===== src/rtl/rc_frame_scheduler.sv =====
// rc_frame_scheduler: arbitrates manual and ignite drive words and emits each
// one on the active-low RC bus as a SYNC slot followed by three nibble slots.
module rc_frame_scheduler #(
  parameter int unsigned SLOT_TICKS = 5000000,
  parameter logic [3:0]  SYNC_PAT   = 4'b1001
) (
  input  logic        CLK,
  input  logic        RSTn,
  input  logic        req_man,
  input  logic [11:0] man_word,
  input  logic        req_ign,
  input  logic [11:0] ign_word,
  output logic [3:0]  RC,
  output logic        ack_man,
  output logic        ack_ign,
  output logic        busy,
  output logic [1:0]  slot_idx,
  output logic        frame_done,
  output logic        abort
);

  localparam int TIMER_W = (SLOT_TICKS > 1) ? $clog2(SLOT_TICKS) : 1;
  localparam logic [TIMER_W-1:0] LAST_TICK = TIMER_W'(SLOT_TICKS - 1);

  typedef enum logic [2:0] {IDLE, SYNC, NIB0, NIB1, NIB2} state_t;
  typedef enum logic {SRC_MAN, SRC_IGN} src_t;

  state_t             state, state_next;
  src_t               src, src_next;
  logic [TIMER_W-1:0] timer, timer_next;
  logic [11:0]        word, word_next;
  logic               slot_end;
  logic               take_man, take_ign;
  logic               done_next, abort_next;
  logic [3:0]         rc_next;
  logic [1:0]         slot_next;
  logic               busy_next;

  assign slot_end = (timer == LAST_TICK);

  // State, slot timer, latched word and all registered outputs.
  always_ff @(posedge CLK) begin
    if (!RSTn) begin
      state      <= IDLE;
      src        <= SRC_MAN;
      timer      <= '0;
      word       <= '0;
      RC         <= 4'b1111;
      ack_man    <= 1'b0;
      ack_ign    <= 1'b0;
      busy       <= 1'b0;
      slot_idx   <= 2'd0;
      frame_done <= 1'b0;
      abort      <= 1'b0;
    end else begin
      state      <= state_next;
      src        <= src_next;
      timer      <= timer_next;
      word       <= word_next;
      RC         <= rc_next;
      ack_man    <= take_man;
      ack_ign    <= take_ign;
      busy       <= busy_next;
      slot_idx   <= slot_next;
      frame_done <= done_next;
      abort      <= abort_next;
    end
  end

  // Next state, arbitration at accept points, and the word/timer updates that follow.
  always_comb begin
    state_next = state;
    take_man   = 1'b0;
    take_ign   = 1'b0;
    done_next  = 1'b0;
    abort_next = 1'b0;
    case (state)
      IDLE: begin
        if (req_ign) begin
          take_ign = 1'b1;
        end else if (req_man) begin
          take_man = 1'b1;
        end
        if (req_ign || req_man) begin
          state_next = SYNC;
        end
      end
      SYNC, NIB0, NIB1: begin
        if (slot_end) begin
          if (src == SRC_MAN && req_ign) begin
            take_ign   = 1'b1;
            abort_next = 1'b1;
            state_next = SYNC;
          end else if (state == SYNC) begin
            state_next = NIB0;
          end else if (state == NIB0) begin
            state_next = NIB1;
          end else begin
            state_next = NIB2;
          end
        end
      end
      NIB2: begin
        if (slot_end) begin
          done_next = 1'b1;
          if (req_ign) begin
            take_ign = 1'b1;
          end else if (req_man) begin
            take_man = 1'b1;
          end
          state_next = (req_ign || req_man) ? SYNC : IDLE;
        end
      end
      default: state_next = IDLE;
    endcase

    word_next = word;
    src_next  = src;
    if (take_ign) begin
      word_next = ign_word;
      src_next  = SRC_IGN;
    end else if (take_man) begin
      word_next = man_word;
      src_next  = SRC_MAN;
    end

    if (state == IDLE || slot_end) begin
      timer_next = '0;
    end else begin
      timer_next = timer + TIMER_W'(1);
    end
  end

  // Bus value, slot index and busy flag for the state being entered.
  always_comb begin
    rc_next   = 4'b1111;
    slot_next = 2'd0;
    busy_next = (state_next != IDLE);
    case (state_next)
      SYNC: begin
        rc_next   = SYNC_PAT;
        slot_next = 2'd0;
      end
      NIB0: begin
        rc_next   = ~word_next[3:0];
        slot_next = 2'd1;
      end
      NIB1: begin
        rc_next   = ~word_next[7:4];
        slot_next = 2'd2;
      end
      NIB2: begin
        rc_next   = ~word_next[11:8];
        slot_next = 2'd3;
      end
      default: begin
        rc_next   = 4'b1111;
        slot_next = 2'd0;
      end
    endcase
  end

endmodule

===== config.mk =====
export PLATFORM = sky130hd
export DESIGN_NAME = rc_frame_scheduler
export DESIGN_NICKNAME = d
export VERILOG_FILES = /design/src/rtl/rc_frame_scheduler.sv
export SDC_FILE = /design/constraint.sdc
export NUM_CORES = 1
export LEC_CHECK = 0
export BUFFER_PORTS_ARGS = -buffer_cell sky130_fd_sc_hd__buf_2
export CAP_MARGIN = 25
export CORE_MARGIN = 5
export CORE_UTILIZATION = 55
export CTS_CLUSTER_DIAMETER = 60
export DETAILED_ROUTE_END_ITERATION = 10
export GPL_TIMING_DRIVEN = 0
export PLACE_DENSITY = 0.88
export SLEW_MARGIN = 10
export SYNTH_ARGS = -nofsm -noshare
export SYNTH_HDL_FRONTEND = slang
export SYNTH_SLANG_ARGS = --single-unit

===== constraint.sdc =====
create_clock -name CLK -period 2.55 [get_ports CLK]
set_input_delay 0.3825 -clock CLK [delete_from_list [all_inputs] [get_ports CLK]]
set_output_delay 0.3825 -clock CLK [all_outputs]
set_load 0.1 [all_outputs]

==> run_results.csv, run 1 <==
group,metric,value,unit
global_route,grt_pass1_vias,1831,
drt,firstDrtPassIters,4,
cells_and_area,finalInstanceArea,0.00273,sq mm
drt,ant_nets,0,
yosys,ys_seq_area_share,42.6,%
power_and_ir_drop,power_density,567,mW/mm^2
timing,timing.hold.ws,0.324,ns
placement,hpwl,3720,um
global_route,grt_usage,18.4,%
drt,drt_iter0_drc,84,
global_route,grt_pass1_wl,8000,um
cells_and_area,nNetsFinal,329,
yosys,ys_ff_latch,50,
worst_setup_path,cp_max_fo,10,
yosys,synth_ff_type,"dfxtp_1",
timing,rsz0062_at_grt,"false",
timing,fmax,0.424,GHz
cells_and_area,drive_gt1_share,23.6,%
timing,worst_pin_slew,0.679,ns
timing,skew,0.00501,ns
yosys,synth.avg_cell_area,9.28,sq um
floorplanning,die_w,75.3,um
global_route,antenna_found_initial,0,
worst_setup_path,crit_slowest_cell,"dfxtp_1",
clocking,cts_tree,"done",
global_route,grt_max_degree,17,
drt,drt-total-wl,4910,um
timing,setup_viol,0,
drt,avgRoutedWirePerCell,14.0,um
yosys,synth_top_area_share,42.6,%
yosys,yosysMostFrequentCell,"dfxtp_1",
drt,route.vias.total,1896,
yosys,synth.area.top_cells,"dfxtp_1 43%, nor2_1 7.2%, xor2_1 4.5%",
worst_hold_path,min_from,"ign_word[4]",
yosys,yosysWarnings,0,
timing,slew_headroom,54.0,%
placement,io_buffers,38,
clocking,clk_latency,0.31,ns
cells_and_area,diodes,0,
placement,placed_area,0.00260,sq mm
placement,preCtsSetupSlack,0.131,ns
floorplanning,row_count,23,
clocking,clockBufferDepth,2,
worst_setup_path,critPathCaptureType,"register",
worst_setup_path,crit_chain,"ha_1 -> nand4_1 -> o21ai_1 -> a31oi_1 -> clkbuf_4 -> buf_2 -> nor2_1 -> a21oi_1 -> o221ai_1",
floorplanning,die_area,0.00567,sq mm
drt,route.detailed.drc,0,
worst_setup_path,r2r-start,"timer[0]",
timing,slew_violations,0,
clocking,cts_buffers,5,
yosys,async_flop_share,0,%
yosys,synth_edf_count,0,
floorplanning,start_util,57.8,%
worst_setup_path,start_kind,"register",
timing,finalHoldViolations,0,
floorplanning,core_area,0.00406,sq mm
timing,min_period,2.36,ns
yosys,netlist_area,0.00235,sq mm
outcome,status,"complete, no violations",
worst_setup_path,cp_data_required_time,2.74,ns
yosys,syn_inst,253,
drt,routed_via_density,5.40,
worst_setup_path,max_stage_delay,0.34,ns
power_and_ir_drop,ir_drop,385,uV
worst_hold_path,hold_depth,3,
clocking,cts.sinks,50,
flow_run,maxCapViolations,0,
worst_setup_path,cp.arrival,2.55,ns
placement,place_congestion,0.888,
worst_setup_path,rr_endpoint,"RC[3]",
global_route,globalRouteOverflowTotal,0,
worst_hold_path,hold_path.class,"input pin to register",
clocking,clkTransAtPathRegs,0.09,ns
clocking,ctsRootBufferMaster,"clkbuf_8",
cells_and_area,area_growth,16.3,%
timing,finalSetupTns,0,ns
worst_setup_path,crit_type,"register to register",
yosys,post-synth-top-area-cell,"dfxtp_1",
clocking,h-tree-depth,2,
yosys,netlist-cell-type-count,53,
floorplanning,die_y,75.3,um
worst_hold_path,min_to,"word[4]",
timing,fin_crit_sh,92.6,%
worst_setup_path,rr_worst_depth,9,
yosys,synth_fp_nets,282,
timing,fin_ws,0.190,ns
power_and_ir_drop,leakagePower,0.00109,uW
floorplanning,ios,39,
yosys,synthTopCellsByCount,"50 x dfxtp_1, 45 x nor2_1, 18 x nand2_1, 13 x a21oi_1, 12 x xor2_1",
worst_setup_path,reg2reg_slack,0.19,ns
where the power goes:
part | switching, uW | internal (uW) | total, uW
clock network | 269 | 294 | 563
logic | 105 | 67.9 | 173
registers | 7.26 | 804 | 811
total | 381 | 1170 | 1550
stage by stage:
step	utilization [%]	cells	total power, uW
after floorplan	-	253	954
after global placement	64.1	341	997
after detailed placement	64.1	341	1000
after CTS	66.9	349	1560
after global routing	67.3	351	1620
final	67.3	351	1550
layer usage:
metal  part of all wire (%)  track usage [%]  vias up  wire, um
li1                       -                -      977         -
met1                     41             20.3      871      2020
met2                     51             33.1       41      2520
met3                    6.1             4.62        7       299
met4                    1.5             8.16        0        74
met5                      0                0        -         0
how the worst max path moves through the flow:
stage | cells after the start | from | end
global placement | 9 | timer[0] | RC[3]
detailed placement | 9 | timer[0] | RC[3]
CTS | 9 | timer[0] | RC[3]
finish | 9 | timer[0] | RC[3]
floorplan | 8 | timer[6] | RC[0]
global route | 9 | timer[0] | RC[3]
worst max-delay path: cells and delay by family, from the launching register on:
family | cells | cell delay (ns)
simple gates | 2 | 0.32
flops | 1 | 0.34
fa+ha+maj | 1 | 0.26
compound gates | 4 | 0.75
buf+inv | 2 | 0.58
cells in the final DEF, fill, tap and decap left out, types with 5 or more instances in the layout:
cell | netlist | layout
nand3_1 | 9 | 9
xnor2_1 | 5 | 5
mux2i_1 | 9 | 9
nand4_1 | 5 | 5
buf_2 | 3 | 40
a21oi_1 | 13 | 13
xor2_1 | 12 | 12
dfxtp_1 | 50 | 50
clkbuf_8 | 0 | 5
and2_1 | 7 | 7
nor2_1 | 45 | 45
nand2_1 | 18 | 18
kinds of logic (layout without fill, tap and decap cells):
| kind of cell | count (synthesis) | after routing | synth area share (%) |
|---|---|---|---|
| compound gates | 36 | 36 | 10.3 |
| xor+xnor | 17 | 17 | 6.34 |
| fa+ha+maj | 1 | 1 | 0.533 |
| buf+inv | 12 | 60 | 2.72 |
| flops | 50 | 50 | 42.6 |
| mux | 18 | 18 | 9.75 |
| simple gates | 119 | 119 | 27.7 |
state kept, by name (all words and copies together), names as in the netlist:
register,cells
busy,1
state,3
slot_idx,2
ack_man,1
src,1
timer,23
word,12
ack_ign,1
abort,1
frame_done,1
RC,4
layout make-up:
cell class / count / area, sq um
tap: 50 / 62.6
fill: 336 / 1330
sequential: 50 / 1000
clock buffer: 5 / 68.8
buffer: 8 / 51.3
clock inverter: 3 / 43.8
multi-input combinational: 191 / 1280
timing repair buffer: 40 / 205
inverter: 4 / 15.0
what timing repair did:
| item | in CTS | in global routing |
|---|---|---|
| resized for setup | 0 | 1 |
| hold buffers | 0 | 0 |
| setup buffers | 0 | 2 |
| setup endpoints to repair | 0 | 7 |
Power figures use the tool's default switching activity.
==> run 2, diff against run 1 <==
- HOLD_SLACK_MARGIN: unset -> 0.05
- clock period: 2.55 -> 2.6 ns (I/O delays scaled with it)
==> run_results.csv, run 2 (synthesized netlist as in run 1, its figures left out) <==
group,metric,value,unit
global_route,globalRouteOverflowTotal,0,
clocking,post_cts.repair.setup_buffers,0,
timing,rsz0062_at_grt,"false",
cells_and_area,reg_top3,"timer (23), word (12), RC (4)",
worst_setup_path,crit_buf_inv,2,
clocking,cts.sinks,50,
worst_setup_path,crit_type,"register to register",
power_and_ir_drop,power_density,559,mW/mm^2
clocking,clkTransAtPathRegs,0.09,ns
worst_setup_path,cp.arrival,2.60,ns
timing,slew_headroom,55.6,%
placement,place_congestion,0.888,
worst_setup_path,cp_max_fo,10,
drt,route.detailed.drc,0,
global_route,grt_pass1_vias,1831,
timing,worst_pin_slew,0.656,ns
drt,drt-total-wl,4880,um
clocking,h-tree-depth,2,
worst_setup_path,crit_slowest_cell,"buf_2",
power_and_ir_drop,ir_drop,376,uV
floorplanning,start_util,57.8,%
drt,firstDrtPassIters,4,
worst_hold_path,hold_path.class,"input pin to register",
timing,setup_viol,0,
timing,min_period,2.42,ns
global_route,antenna_found_initial,0,
worst_setup_path,rr_worst_depth,9,
power_and_ir_drop,leakagePower,0.00108,uW
cells_and_area,drive_gt1_share,23.1,%
drt,routed_via_density,5.44,
placement,placed_area,0.00260,sq mm
placement,io_buffers,38,
cells_and_area,largest_reg_flops,23,
worst_setup_path,start_kind,"register",
flow_run,maxCapViolations,0,
worst_hold_path,hold_depth,3,
worst_setup_path,critPathCaptureType,"register",
cells_and_area,regMostFlops,"timer",
clocking,cts_buffers,5,
placement,hpwl,3720,um
timing,slew_violations,0,
floorplanning,core_area,0.00406,sq mm
floorplanning,die_w,75.3,um
worst_setup_path,cp_data_required_time,2.79,ns
worst_setup_path,max_stage_delay,0.37,ns
cells_and_area,final_cell_mix,"50 x dfxtp_1, 45 x nor2_1, 41 x buf_2",
floorplanning,die_area,0.00567,sq mm
clocking,cts_tree,"done",
drt,ant_nets,0,
cells_and_area,diodes,0,
worst_setup_path,crit_family,"compound AO/OA/AOI/OAI gates",
worst_setup_path,cp_num_cells,9,
cells_and_area,nNetsFinal,327,
clocking,ctsRootBufferMaster,"clkbuf_8",
outcome,status,"complete, no violations",
worst_setup_path,crit_chain,"ha_1 -> nand4_1 -> o21ai_1 -> a31oi_1 -> buf_2 -> buf_2 -> nor2_1 -> a21oi_1 -> o221ai_1",
clocking,post_cts_resized,0,
clocking,clockBufferDepth,2,
timing,fin_crit_sh,93.0,%
floorplanning,row_count,23,
timing,skew,0.00438,ns
global_route,grt_usage,18.4,%
worst_setup_path,crit_path_frequent_cell,"buf_2",
drt,route.vias.total,1898,
cells_and_area,final_common_cell,"dfxtp_1",
global_route,grt_max_degree,17,
timing,finalSetupTns,0,ns
timing,finalHoldViolations,0,
clocking,hold_buffers,0,
timing,fmax,0.414,GHz
cells_and_area,fillers,338,
drt,drt_iter0_drc,104,
drt,avgRoutedWirePerCell,14.0,um
floorplanning,ios,39,
global_route,grt_pass1_wl,8000,um
cells_and_area,finalInstanceArea,0.00271,sq mm
clocking,clk_latency,0.31,ns
cells_and_area,area_growth,15.6,%
floorplanning,die_y,75.3,um
power_and_ir_drop,fin_total_pwr,1520,uW
[run 2: cell count changes in the layout (fill, tap and decap cells not counted)]
| cell | previous run | this run |
|---|---|---|
| buf_4 | 2 | 0 |
| buf_2 | 40 | 41 |
| clkbuf_4 | 1 | 0 |
[run 2: where the power goes]
part	total, uW	leakage (uW)	switching [uW]	internal (uW)
clock	551	0.0000585	263	288
sequential	795	0.000407	7.18	788
combinational	169	0.000614	103	66.1
[run 2: metrics by stage]
step / utilization [%] / instances / hold WS, ns / worst slack [ns]
4_1_cts: 66.9 / 349 / 0.331 / 0.166
5_1_grt: 66.9 / 349 / 0.355 / 0.00301
3_5_place_dp: 64.1 / 341 / 0.451 / 0.181
6_report: 66.9 / 349 / 0.333 / 0.183
2_1_floorplan: - / 253 / 0.430 / 0.447
3_3_place_gp: 64.1 / 341 / 0.445 / 0.205
[run 2: area by class of cell]
cell class / count / area (sq um) / area share, %
Clock inverter: 3 / 43.8 / 1.61
Multi-Input combinational cell: 191 / 1280 / 47.3
Buffer: 8 / 48.8 / 1.80
Sequential cell: 50 / 1000 / 36.9
Tap cell: 50 / 62.6 / 2.31
Timing Repair Buffer: 38 / 190 / 7.01
Inverter: 4 / 15.0 / 0.554
Clock buffer: 5 / 68.8 / 2.54
[run 2: per-layer routing]
layer	wire length (um)	vias up	part of all wire, %	GRT usage, %
met4	74	0	1.5	8.16
met1	1990	873	41	20.3
met2	2510	43	51	33.1
met3	306	7	6.3	4.62
met5	0	-	0	0
li1	-	975	-	-
[run 2: worst paths after layout]
| check | from | endpoint | slack [ns] |
|---|---|---|---|
| max reg2reg | timer[0] | RC[3] | 0.18 |
| max | timer[0] | RC[3] | 0.18 |
| min reg2reg | timer[0] | timer[0] | 0.47 |
| min | ign_word[4] | word[4] | 0.33 |
[run 2: worst reg2reg max path, cell delays in order (launching register included)]
cell and delay (ns):
dfxtp_1 0.34, ha_1 0.26, nand4_1 0.25, o21ai_1 0.14
a31oi_1 0.31, buf_2 0.37, buf_2 0.27, nor2_1 0.06
a21oi_1 0.17, o221ai_1 0.13
==> run 3, diff against run 2 <==
- CELL_PAD_IN_SITES_DETAIL_PLACEMENT: unset -> 1
- CELL_PAD_IN_SITES_GLOBAL_PLACEMENT: unset -> 1
- CORE_UTILIZATION: 55 -> 42
==> run_results.csv, run 3 (synthesized netlist as in run 1, its figures left out) <==
group,metric,value,unit
worst_setup_path,cp.arrival,2.67,ns
global_route,antenna_found_initial,0,
outcome,status,"complete, no violations",
worst_setup_path,max_stage_delay,0.39,ns
worst_setup_path,crit_chain,"ha_1 -> nand4_1 -> nor4_1 -> a31oi_1 -> clkbuf_4 -> mux2i_1 -> a22oi_1 -> o211ai_1",
timing,slew_headroom,54.3,%
cells_and_area,drive_gt1_share,23.6,%
power_and_ir_drop,power_frac_seq,52.2,%
worst_setup_path,rr_endpoint,"RC[1]",
clocking,ctsRootBufferMaster,"clkbuf_8",
cells_and_area,finalInstanceArea,0.00276,sq mm
power_and_ir_drop,leakagePower,0.00108,uW
clocking,clockBufferDepth,2,
floorplanning,row_count,27,
power_and_ir_drop,clock_power_share,36.3,%
timing,fmax,0.403,GHz
drt,drt-total-wl,5830,um
global_route,grt_usage,16.8,%
cells_and_area,nNetsFinal,329,
drt,top_layer,"met4",
timing,fin_crit_sh,95.4,%
floorplanning,ios,39,
clocking,clkTransAtPathRegs,0.10,ns
timing,skew,0.00907,ns
cells_and_area,reg_top3,"timer (23), word (12), RC (4)",
placement,placed_area,0.00263,sq mm
worst_setup_path,cp_max_fo,10,
power_and_ir_drop,p_sw_share,25.1,%
power_and_ir_drop,p_sw,383,uW
timing,worst_pin_slew,0.675,ns
timing,fin_ws,0.120,ns
global_route,grt_pass1_vias,2070,
clocking,cts_tree,"done",
drt,met3_length,261,um
global_route,grt_pass1_wl,9740,um
drt,route.vias.total,2016,
timing,setup_viol,0,
clocking,cts_buffers,5,
drt,wl_met2,3030,um
floorplanning,core_area,0.00547,sq mm
floorplanning,die_y,84.8,um
floorplanning,die_area,0.00718,sq mm
timing,min_period,2.48,ns
timing,slew_violations,0,
worst_setup_path,cp_data_required_time,2.79,ns
flow_run,maxCapViolations,0,
worst_setup_path,start_kind,"register",
placement,io_buffers,38,
timing,rsz0062_at_grt,"true",
power_and_ir_drop,ir_drop,316,uV
placement,hpwl,4390,um
clocking,h-tree-depth,2,
drt,ant_nets,0,
worst_hold_path,hold_path.class,"input pin to register",
floorplanning,die_w,84.8,um
power_and_ir_drop,pwr-share-comb,11.5,%
cells_and_area,area_growth,17.5,%
placement,preCtsSetupSlack,0.0557,ns
timing,finalHoldViolations,0,
drt,firstDrtPassIters,4,
placement,place_congestion,0.783,
power_and_ir_drop,power_density,553,mW/mm^2
drt,drt_iter0_drc,87,
cells_and_area,fin_util,50.4,%
drt,routed_via_density,5.40,
cells_and_area,diodes,0,
floorplanning,start_util,42.9,%
worst_hold_path,min_to,"word[4]",
power_and_ir_drop,power.internal,1140,uW
cells_and_area,final_common_cell,"dfxtp_1",
cells_and_area,regMostFlops,"timer",
worst_hold_path,hold_depth,3,
global_route,grt_max_degree,17,
power_and_ir_drop,fin_total_pwr,1520,uW
clocking,cts.sinks,50,
global_route,globalRouteOverflowTotal,0,
worst_setup_path,rr_worst_depth,8,
drt,m1WireLength,2430,um
worst_hold_path,min_from,"ign_word[4]",
clocking,clk_latency,0.31,ns
worst_setup_path,crit_type,"register to register",
worst_setup_path,crit_slowest_cell,"nor4_1",
worst_setup_path,reg2reg_slack,0.12,ns
drt,avgRoutedWirePerCell,15.6,um
cells_and_area,final_cell_mix,"50 x dfxtp_1, 45 x nor2_1, 40 x buf_2",
worst_setup_path,critPathCaptureType,"register",
drt,route.detailed.drc,0,
worst_setup_path,r2r-start,"timer[0]",
cells_and_area,fillers,667,
cells_and_area,largest_reg_flops,23,
[run 3: cell types whose count changed in the layout (fill, tap and decap cells not counted), sizes merged]
cell	delta
clkinv	-1
buf	+1
clkinvlp	+2
clkbuf	+1
inv	-1
[run 3: per-layer routing]
metal / track usage, % / vias up
met3: 4.22 / 11
met1: 18.5 / 982
met2: 30.7 / 43
met4: 6.47 / 0
li1: - / 980
met5: 0 / -
[run 3: cell type report]
| class | instances | area [sq um] | share of cell area, % |
|---|---|---|---|
| multi-input cells | 191 | 1280 | 46.5 |
| inverters | 4 | 15.0 | 0.544 |
| flip-flops and latches | 50 | 1000 | 36.3 |
| well taps | 72 | 90.1 | 3.27 |
| clock inverters | 3 | 45.0 | 1.63 |
| repair buffers | 40 | 205 | 7.44 |
| plain buffers | 8 | 51.3 | 1.86 |
| clock buffers | 5 | 68.8 | 2.49 |
[run 3: what timing repair did]
item                                    4_1_cts  5_1_grt
hold buffers                                  0        0
setup buffers                                 0        2
resized for setup                             0        1
endpoints found under the setup margin        0        8
[run 3: stage by stage]
step | cells | hold WS, ns | setup TNS, ns
floorplan | 253 | 0.430 | 0
global placement | 363 | 0.442 | 0
detailed placement | 363 | 0.457 | 0
CTS | 371 | 0.331 | 0
global route | 373 | 0.353 | -0.0152
finish | 373 | 0.335 | 0
[run 3: how the worst max path moves through the flow]
stage                         start     to  slack, ns  depth (start not counted)
after floorplan            timer[6]  RC[0]       0.45                          8
after global placement     timer[0]  RC[3]       0.16                          9
after detailed placement  timer[11]  RC[1]       0.06                          8
after CTS                  timer[6]  RC[1]       0.04                          8
after global routing       timer[0]  RC[1]      -0.01                          8
final                      timer[0]  RC[1]       0.12                          8
[run 3: critical path: cells and delay by family, from the launching register on]
kind,cells,cell delay (ns)
DFF,1,0.38
buffers and inverters,1,0.27
and+or+nand+nor,2,0.74
adders and majority gates,1,0.25
muxes,1,0.18
AOI/OAI and AO/OA,3,0.54
[run 3: power groups by stage]
stage / registers, uW / logic, uW / clock network [uW]
floorplan: 845 / 90.8 / 0
global placement: 812 / 168 / 0
detailed placement: 814 / 175 / 0
CTS: 796 / 176 / 567
global route: 799 / 190 / 612
finish: 796 / 175 / 554
